### config.mk
export PLATFORM = sky130hd
export DESIGN_NAME = stack_tos_sequencer
export DESIGN_NICKNAME = d
export VERILOG_FILES = /design/src/rtl/stack_tos_sequencer.sv
export SDC_FILE = /design/constraint.sdc
export NUM_CORES = 1
export LEC_CHECK = 0
export CAP_MARGIN = 20
export CELL_PAD_IN_SITES_DETAIL_PLACEMENT = 2
export CELL_PAD_IN_SITES_GLOBAL_PLACEMENT = 2
export CORE_MARGIN = 5
export CORE_UTILIZATION = 28
export DETAILED_ROUTE_END_ITERATION = 8
export PLACE_DENSITY_LB_ADDON = 0.1
export SETUP_SLACK_MARGIN = 0.2
export SYNTH_ARGS = -nofsm -noshare
export SYNTH_HDL_FRONTEND = slang
export SYNTH_SLANG_ARGS = --single-unit
export TNS_END_PERCENT = 30
### constraint.sdc
create_clock -name clk -period 5 [get_ports clk]
set_input_delay 0.5 -clock clk [delete_from_list [all_inputs] [get_ports clk]]
set_output_delay 0.5 -clock clk [all_outputs]
set_load 0.02 [all_outputs]
### src/rtl/stack_tos_sequencer.sv
// Stack/TOS controller: Moore FSM sequencing the stack datapath for push, pop,
// store and TOS-restore commands, keeping a shadow copy of TOS for bound checks.
module stack_tos_sequencer #(
    parameter int ADDR_WIDTH = 12
) (
    input  logic                  clk,
    input  logic                  reset,
    input  logic                  cmd_valid,
    input  logic [2:0]            cmd_op,
    output logic                  cmd_ready,
    input  logic [ADDR_WIDTH-1:0] ret_tos,
    output logic                  done,
    output logic                  err,
    output logic [ADDR_WIDTH-1:0] tos_shadow,
    output logic [2:0]            SEL_MUX_STACK,
    output logic                  CTRL_REG_READ_STACK,
    output logic                  CTRL_REG_WRITE_STACK,
    output logic                  CTRL_REG_READ_MEM,
    output logic                  CTRL_REG_WRITE_MEM,
    output logic                  SEL_MUX_TOS,
    output logic                  CTRL_REG_TOS,
    output logic                  SEL_TOS_UPDATER,
    output logic                  CTRL_STACK,
    output logic                  CTRL_MEM_EXT,
    output logic [3:0]            state_dbg
);

    // Handshake: a command transfers on a rising edge where cmd_valid and
    // cmd_ready are both high; cmd_ready is high only in IDLE once out of reset.

    typedef enum logic [3:0] {
        S_IDLE    = 4'd0,
        S_MEM_RD  = 4'd1,
        S_MEM_CAP = 4'd2,
        S_POP_RD  = 4'd3,
        S_POP_CAP = 4'd4,
        S_PUSH_LD = 4'd5,
        S_PUSH_WR = 4'd6,
        S_ST_LD   = 4'd7,
        S_ST_WR   = 4'd8,
        S_RESTORE = 4'd9,
        S_ERR     = 4'd10
    } state_t;

    localparam logic [2:0] OP_PUSH_ALU    = 3'b000;
    localparam logic [2:0] OP_PUSH_MEM    = 3'b001;
    localparam logic [2:0] OP_PUSH_RET    = 3'b010;
    localparam logic [2:0] OP_PUSH_ARG    = 3'b011;
    localparam logic [2:0] OP_DUP         = 3'b100;
    localparam logic [2:0] OP_POP         = 3'b101;
    localparam logic [2:0] OP_POP_STORE   = 3'b110;
    localparam logic [2:0] OP_RESTORE_TOS = 3'b111;

    localparam logic [ADDR_WIDTH-1:0] TOS_ONE  = ADDR_WIDTH'(1);
    localparam logic [ADDR_WIDTH-1:0] TOS_FULL = '1;

    state_t     state, state_nxt;
    logic [2:0] op_q;
    logic       started;
    logic       accept;
    logic       underflow;
    logic       overflow;

    assign cmd_ready = (state == S_IDLE) && started;
    assign accept    = cmd_valid && cmd_ready;
    assign state_dbg = state;

    // Underflow takes priority, so DUP on an empty stack reports underflow.
    assign underflow = ((cmd_op == OP_POP) || (cmd_op == OP_POP_STORE) || (cmd_op == OP_DUP))
                       && (tos_shadow == '0);
    assign overflow  = (cmd_op <= OP_DUP) && (tos_shadow == TOS_FULL);

    always_ff @(posedge clk or negedge reset) begin
        if (!reset) begin
            state      <= S_IDLE;
            op_q       <= OP_PUSH_ALU;
            started    <= 1'b0;
            tos_shadow <= '0;
        end else begin
            state   <= state_nxt;
            started <= 1'b1;
            if (accept) begin
                op_q <= cmd_op;
            end
            case (state)
                S_PUSH_LD: tos_shadow <= tos_shadow + TOS_ONE;
                S_POP_CAP: if (op_q != OP_DUP) tos_shadow <= tos_shadow - TOS_ONE;
                S_RESTORE: tos_shadow <= ret_tos;
                default:   tos_shadow <= tos_shadow;
            endcase
        end
    end

    always_comb begin
        state_nxt = state;
        case (state)
            S_IDLE: begin
                if (accept) begin
                    if (underflow || overflow) begin
                        state_nxt = S_ERR;
                    end else begin
                        case (cmd_op)
                            OP_PUSH_MEM:                 state_nxt = S_MEM_RD;
                            OP_DUP, OP_POP, OP_POP_STORE: state_nxt = S_POP_RD;
                            OP_RESTORE_TOS:              state_nxt = S_RESTORE;
                            default:                     state_nxt = S_PUSH_LD;
                        endcase
                    end
                end
            end
            S_MEM_RD:  state_nxt = S_MEM_CAP;
            S_MEM_CAP: state_nxt = S_PUSH_LD;
            S_POP_RD:  state_nxt = S_POP_CAP;
            S_POP_CAP: begin
                case (op_q)
                    OP_DUP:       state_nxt = S_PUSH_LD;
                    OP_POP_STORE: state_nxt = S_ST_LD;
                    default:      state_nxt = S_IDLE;
                endcase
            end
            S_PUSH_LD: state_nxt = S_PUSH_WR;
            S_PUSH_WR: state_nxt = S_IDLE;
            S_ST_LD:   state_nxt = S_ST_WR;
            S_ST_WR:   state_nxt = S_IDLE;
            S_RESTORE: state_nxt = S_IDLE;
            S_ERR:     state_nxt = S_IDLE;
            default:   state_nxt = S_IDLE;
        endcase
    end

    always_comb begin
        SEL_MUX_STACK        = 3'b000;
        CTRL_REG_READ_STACK  = 1'b0;
        CTRL_REG_WRITE_STACK = 1'b0;
        CTRL_REG_READ_MEM    = 1'b0;
        CTRL_REG_WRITE_MEM   = 1'b0;
        SEL_MUX_TOS          = 1'b0;
        CTRL_REG_TOS         = 1'b0;
        SEL_TOS_UPDATER      = 1'b0;
        CTRL_STACK           = 1'b0;
        CTRL_MEM_EXT         = 1'b0;
        done                 = 1'b0;
        err                  = 1'b0;
        case (state)
            S_PUSH_LD: begin
                // Push opcodes 000..100 coincide with the stack mux source select.
                SEL_MUX_STACK        = op_q;
                CTRL_REG_WRITE_STACK = 1'b1;
                CTRL_REG_TOS         = 1'b1;
                SEL_TOS_UPDATER      = 1'b1;
            end
            S_PUSH_WR: begin
                CTRL_STACK = 1'b1;
                done       = 1'b1;
            end
            S_MEM_CAP: CTRL_REG_READ_MEM = 1'b1;
            S_POP_CAP: begin
                CTRL_REG_READ_STACK = 1'b1;
                CTRL_REG_TOS        = (op_q != OP_DUP);
                done                = (op_q == OP_POP);
            end
            S_ST_LD:   CTRL_REG_WRITE_MEM = 1'b1;
            S_ST_WR: begin
                CTRL_MEM_EXT = 1'b1;
                done         = 1'b1;
            end
            S_RESTORE: begin
                SEL_MUX_TOS  = 1'b1;
                CTRL_REG_TOS = 1'b1;
                done         = 1'b1;
            end
            S_ERR: begin
                err  = 1'b1;
                done = 1'b1;
            end
            default: ;
        endcase
    end

endmodule

==> results of run 1 <==
[layer usage]
metal  share of wire [%]  GRT usage, %  wire length, um  vias to the layer above
met5                   0             0                0                        -
met1                  42         17.90             2220                      808
met2                  54         28.92             2855                       31
met3                 3.0         2.567              161                        7
met4                 1.5         4.386               82                        0
li1                    -             -                -                      762
[how the worst max path moves through the flow]
stage,from,to,slack (ns),cells past startpoint
floorplan,state_dbg[0]$_DFFE_PN0P_,CTRL_REG_TOS,2.39,4
global placement,state_dbg[2]$_DFFE_PN0P_,CTRL_REG_TOS,1.59,5
detailed placement,state_dbg[2]$_DFFE_PN0P_,CTRL_REG_TOS,1.42,5
CTS,state_dbg[2]$_DFFE_PN0P_,CTRL_REG_TOS,1.11,5
global route,state_dbg[2]$_DFFE_PN0P_,CTRL_REG_TOS,0.98,5
finish,state_dbg[2]$_DFFE_PN0P_,CTRL_REG_TOS,1.17,5
[cell families after synthesis]
| logic type | count (synthesis) | share of synthesized area, % |
|---|---|---|
| adder cells (fa/ha/maj) | 1 | 0.8256 |
| XOR/XNOR | 1 | 0.5781 |
| other | 1 | 0.2475 |
| AND/OR/NAND/NOR | 87 | 33.20 |
| AO/OA/AOI/OAI | 46 | 21.39 |
| flip-flops | 20 | 33.03 |
| multiplexers | 5 | 3.468 |
| buffers and inverters | 21 | 7.266 |
[power groups by stage]
stage	Sequential (mW)	Clock (mW)	Combinational [mW]
finish	0.299	0.113	0.548
global route	0.311	0.121	0.601
CTS	0.298	0.117	0.558
detailed placement	0.301	0	0.555
global placement	0.291	0	0.542
floorplan	0.283	0	0.375
[final cells by class]
cell class / instances / area (um^2)
Fill cell: 582 / 3120
Multi-Input combinational cell: 141 / 904.6
Tap cell: 70 / 87.58
Clock buffer: 3 / 41.29
Sequential cell: 20 / 500.5
Inverter: 6 / 22.52
Timing Repair Buffer: 49 / 495.5
[placed cells by master, fill, tap and decap left out, types with 5 or more instances in the layout]
master,count
a21oi_1,6
and2_1,7
and4_1,5
clkdlybuf4s50_1,48
dfrtp_1,20
inv_1,6
nand2_1,7
nand2b_1,6
nand3_1,8
nor2_1,18
nor3_1,9
nor4_1,5
o22ai_1,10
[registers in the layout, indices dropped and copies added (netlist names)]
register    cells
started         1
tos_shadow     12
op_q            3
state_dbg       4
[through the flow]
stage | utilization, % | hold slack (ns) | worst slack (ns) | area (um^2)
after detailed placement | 38.58 | 0.5741 | 1.423 | 1996
after global placement | 38.58 | 0.5711 | 1.592 | 1996
after CTS | 39.38 | 0.5937 | 1.109 | 2037
final | 39.67 | 0.5596 | 1.173 | 2052
after global routing | 39.67 | 0.5919 | 0.9755 | 2052
after floorplan | - | 0.2044 | 2.387 | 1515
[worst max-delay path, cell delays in order, from the launching register on]
cell and delay (ns):
dfrtp_1 0.49, nand2b_1 0.27, or3b_2 0.74, inv_1 0.42, a211o_2 0.44, clkdlybuf4s50_1 0.69
==> metrics.cfg, run 1 <==
[sta]
setup_violations=0
timing.fmax_mhz=261.3
finalHoldViolCount=0
worst_pin_slew_ns=1.011
fin_crit_sh_pct=76.54
skew_ns=0.002805
tns_ns=0
rsz0062_at_grt=false
period_needed_ns=3.827
maxSlewViolCount=0
timing.slew.headroom_pct=31.71

[clock_network]
clock_latency_ns=0.26
htree_levels=1
clkTransAtPathRegs_ns=0.08
cts_buffers=3
cts_tree=yes
cts_hold_buf=0
cts_max_path_buffers=2
cts_resized=0
numClockSinks=20
clockRootBuffer=clkbuf_8
post-cts-setup-buffer-count=0

[logic_synthesis]
ys_warn_count=0
synth_commonest_cells=dfrtp_1, nor2_1, o22ai_1
synth_top_area_share_pct=33.03
ys_types=51
ys.flop_type=dfrtp_1
synth_nets=201
synth.cell_area_mm2=0.001515
synth-edff-count=0
yosys_register_bits=20
synth.area.top_cells=dfrtp_1, nor2_1, o22ai_1
async_flop_share_pct=100.0
syn-instance-count=182
synth_top_area_cell=dfrtp_1
yosysSeqAreaShare_pct=33.03
synth_most_common_cell=dfrtp_1
synth.avg_cell_area_um2=8.325

[grt]
grt_max_degree=26
antenna_found_initial=0
grt_pass1_vias=1790
grt.total_usage_pct=15.46
grt_pass1_wl_mm=9.080
grt_overflow=0

[worst_setup_path]
ff2ff_path_depth=7
critPathCaptureType=output port
crit_arrival_ns=3.33
worstReg2RegStart=state_dbg[2]$_DFFE_PN0P_
cp-start-kind=flip-flop
path_max_fanout=25
r2r_slack_ns=2.14
rr_endpoint=tos_shadow[11]$_DFFE_PN0P_
cp.required_ns=4.50
worstSetupPathType=flip-flop to output port

[floorplanning]
start_util_pct=29.29
die_x_um=83.56
io_pins=49
die_h_um=83.56
core_area_mm2=0.005172
rows=26
dieArea_mm2=0.006982

[pwr]
ir_worst_vdd_v=0.0001753
p_per_area_mw_per_mm2=467.7
combPwrFrac_pct=57.1
intPower_mw=0.5105
switchingPower_mw=0.4492
swShare_pct=46.81
p_leak_nw=0.7808
power.total_mw=0.9597
power_frac_clock_pct=11.8
pwr-share-seq_pct=31.1

[layout]
nets=240
finalNonFillerCells=289
antenna_cells=0
drive_gt1_share_pct=6.849
layout-area-overhead-vs-synth_pct=35.43

[detailed_routing]
drt_iter0_drc=34
ant_nets=0
vias=1608
totalWireLength_mm=5.319
firstDrtPassIters=3
post_drt_wl_per_cell_um=18.40
avgViaCountPerCell=5.564
drc=0

[status]
outcome=complete, no violations

[flow_run]
drv_cap=0

[hold_path]
hold_class=primary input to asynchronous set/reset pin

[placement]
place_inst=285
portBuffers=48
gp_congestion=0.8287
place_hpwl_mm=4.041

Note: power is estimated with default switching activity, not from simulation.
==> inputs of run 2 (changes only) <==
Settings changed: CORE_UTILIZATION 28 to 23.
Clock period 5 ns to 3.3 ns, I/O delays scaled along.
==> run 2 against run 1 <==
Against the previous run:
- total power is 57% higher
- combinational power is 60% higher
- design area grew 2.3%
- register-to-register slack worse by 1.7 ns
- clock-buffer cell count did not move
- sequential power is 52% higher
- largest cell class unchanged
- largest power group unchanged
==> metrics.cfg, run 2 (synthesis results as in run 1) <==
[status]
outcome=complete, no violations

[grt]
grt_max_degree=25
grt.total_usage_pct=13.87
grt_pass1_vias=1756
grt_overflow=0
grt_pass1_wl_mm=9.508
antenna_found_initial=0

[pwr]
p_per_area_mw_per_mm2=719.0
p_leak_nw=0.8060
ir_worst_vdd_v=0.0001935

[floorplanning]
start_util_pct=23.73
rows=29
die_x_um=91.17
io_pins=49
die_h_um=91.17
core_area_mm2=0.006386
dieArea_mm2=0.008311

[flow_run]
drv_cap=0

[clock_network]
post-cts-setup-buffer-count=0
cts_resized=0
cts_max_path_buffers=2
cts_hold_buf=0
clkTransAtPathRegs_ns=0.09
cts_tree=yes
numClockSinks=20
clockRootBuffer=clkbuf_8
cts_buffers=3
htree_levels=1
clock_latency_ns=0.27

[detailed_routing]
ant_nets=0
drt_iter0_drc=41
firstDrtPassIters=4
vias=1622
avgViaCountPerCell=5.389
drc=0
totalWireLength_mm=5.724
post_drt_wl_per_cell_um=19.02

[worst_setup_path]
crit_arrival_ns=2.56
critPathCaptureType=output port
cp.required_ns=2.97
cp-start-kind=flip-flop
worstSetupPathType=flip-flop to output port
path_max_fanout=11

[layout]
antenna_cells=0
largest_reg_flops=12
most-common-layout-cells=clkdlybuf4s50_1, dfrtp_1, nor2_1, o22ai_1, nor3_1
drive_gt1_share_pct=8.929
stdcell_area_mm2=0.002098
regMostFlops=tos_shadow
area.sequential_um2=500.5
multi_input_area_um2=904.6
nets=245
layout-area-overhead-vs-synth_pct=38.48
fillCellCount=743
post-route-util_pct=32.86
final_common_cell=clkdlybuf4s50_1

[placement]
place_hpwl_mm=4.324
portBuffers=48
gp_congestion=0.7547
place_area_mm2=0.002042

[sta]
timing.slew.headroom_pct=55.25
worst_pin_slew_ns=0.6619
maxSlewViolCount=0
rsz0062_at_grt=false
skew_ns=0.006661
setup_violations=0
tns_ns=0
timing.fmax_mhz=346.3
fin_crit_sh_pct=87.51
finalHoldViolCount=0
period_needed_ns=2.888

[hold_path]
hold_class=primary input to asynchronous set/reset pin

## run 2: path summary, 6_finish.rpt
check,from,end,slack (ns),depth (start not counted)
worst max-delay path,state_dbg[2]$_DFFE_PN0P_,CTRL_REG_TOS,0.41,5
worst min-delay path,reset,tos_shadow[1]$_DFFE_PN0P_,0.43,1
worst max register to register,state_dbg[1]$_DFFE_PN0P_,tos_shadow[8]$_DFFE_PN0P_,0.49,7
worst min register to register,op_q[0]$_DFFE_PN0P_,op_q[0]$_DFFE_PN0P_,0.62,1
max in group asynchronous,reset,op_q[2]$_DFFE_PN0P_,2.36,2
min in group clk,op_q[0]$_DFFE_PN0P_,op_q[0]$_DFFE_PN0P_,0.62,1
## run 2: power by group
part | internal [mW] | switching [mW] | total [mW]
combinational | 0.408 | 0.470 | 0.877
clock | 0.0819 | 0.0945 | 0.176
sequential | 0.309 | 0.146 | 0.455
total | 0.799 | 0.710 | 1.51
## run 2: layer usage
layer / GRT usage [%] / vias up / routed length, um
met4: 3.790 / 0 / 71
li1: - / 772 / -
met5: 0 / - / 0
met2: 22.54 / 29 / 2717
met3: 3.306 / 7 / 245
met1: 18.37 / 814 / 2690
## run 2: critical path: stages (launching register included)
cell and delay [ns]:
dfrtp_1 0.49, nand2b_1 0.24, or3b_2 0.50, inv_1 0.26, a211o_2 0.18, clkdlybuf4s50_1 0.61
## run 2: layout make-up
cell class	instances	share of cell area, %
flip-flops and latches	20	23.85
inverters	6	1.073
multi-input cells	141	43.11
well taps	77	4.592
repair buffers	54	25.40
clock buffers	3	1.968
## run 2: through the flow
stage,hold WS [ns],cells,setup WS [ns],total power [mW]
finish,0.4330,301,0.4123,1.509
global route,0.4945,301,0.2813,1.629
CTS,0.6155,300,0.3729,1.525
detailed placement,0.5953,297,0.4969,1.339
global placement,0.5926,297,0.6792,1.301
floorplan,0.03441,182,0.7817,0.9970
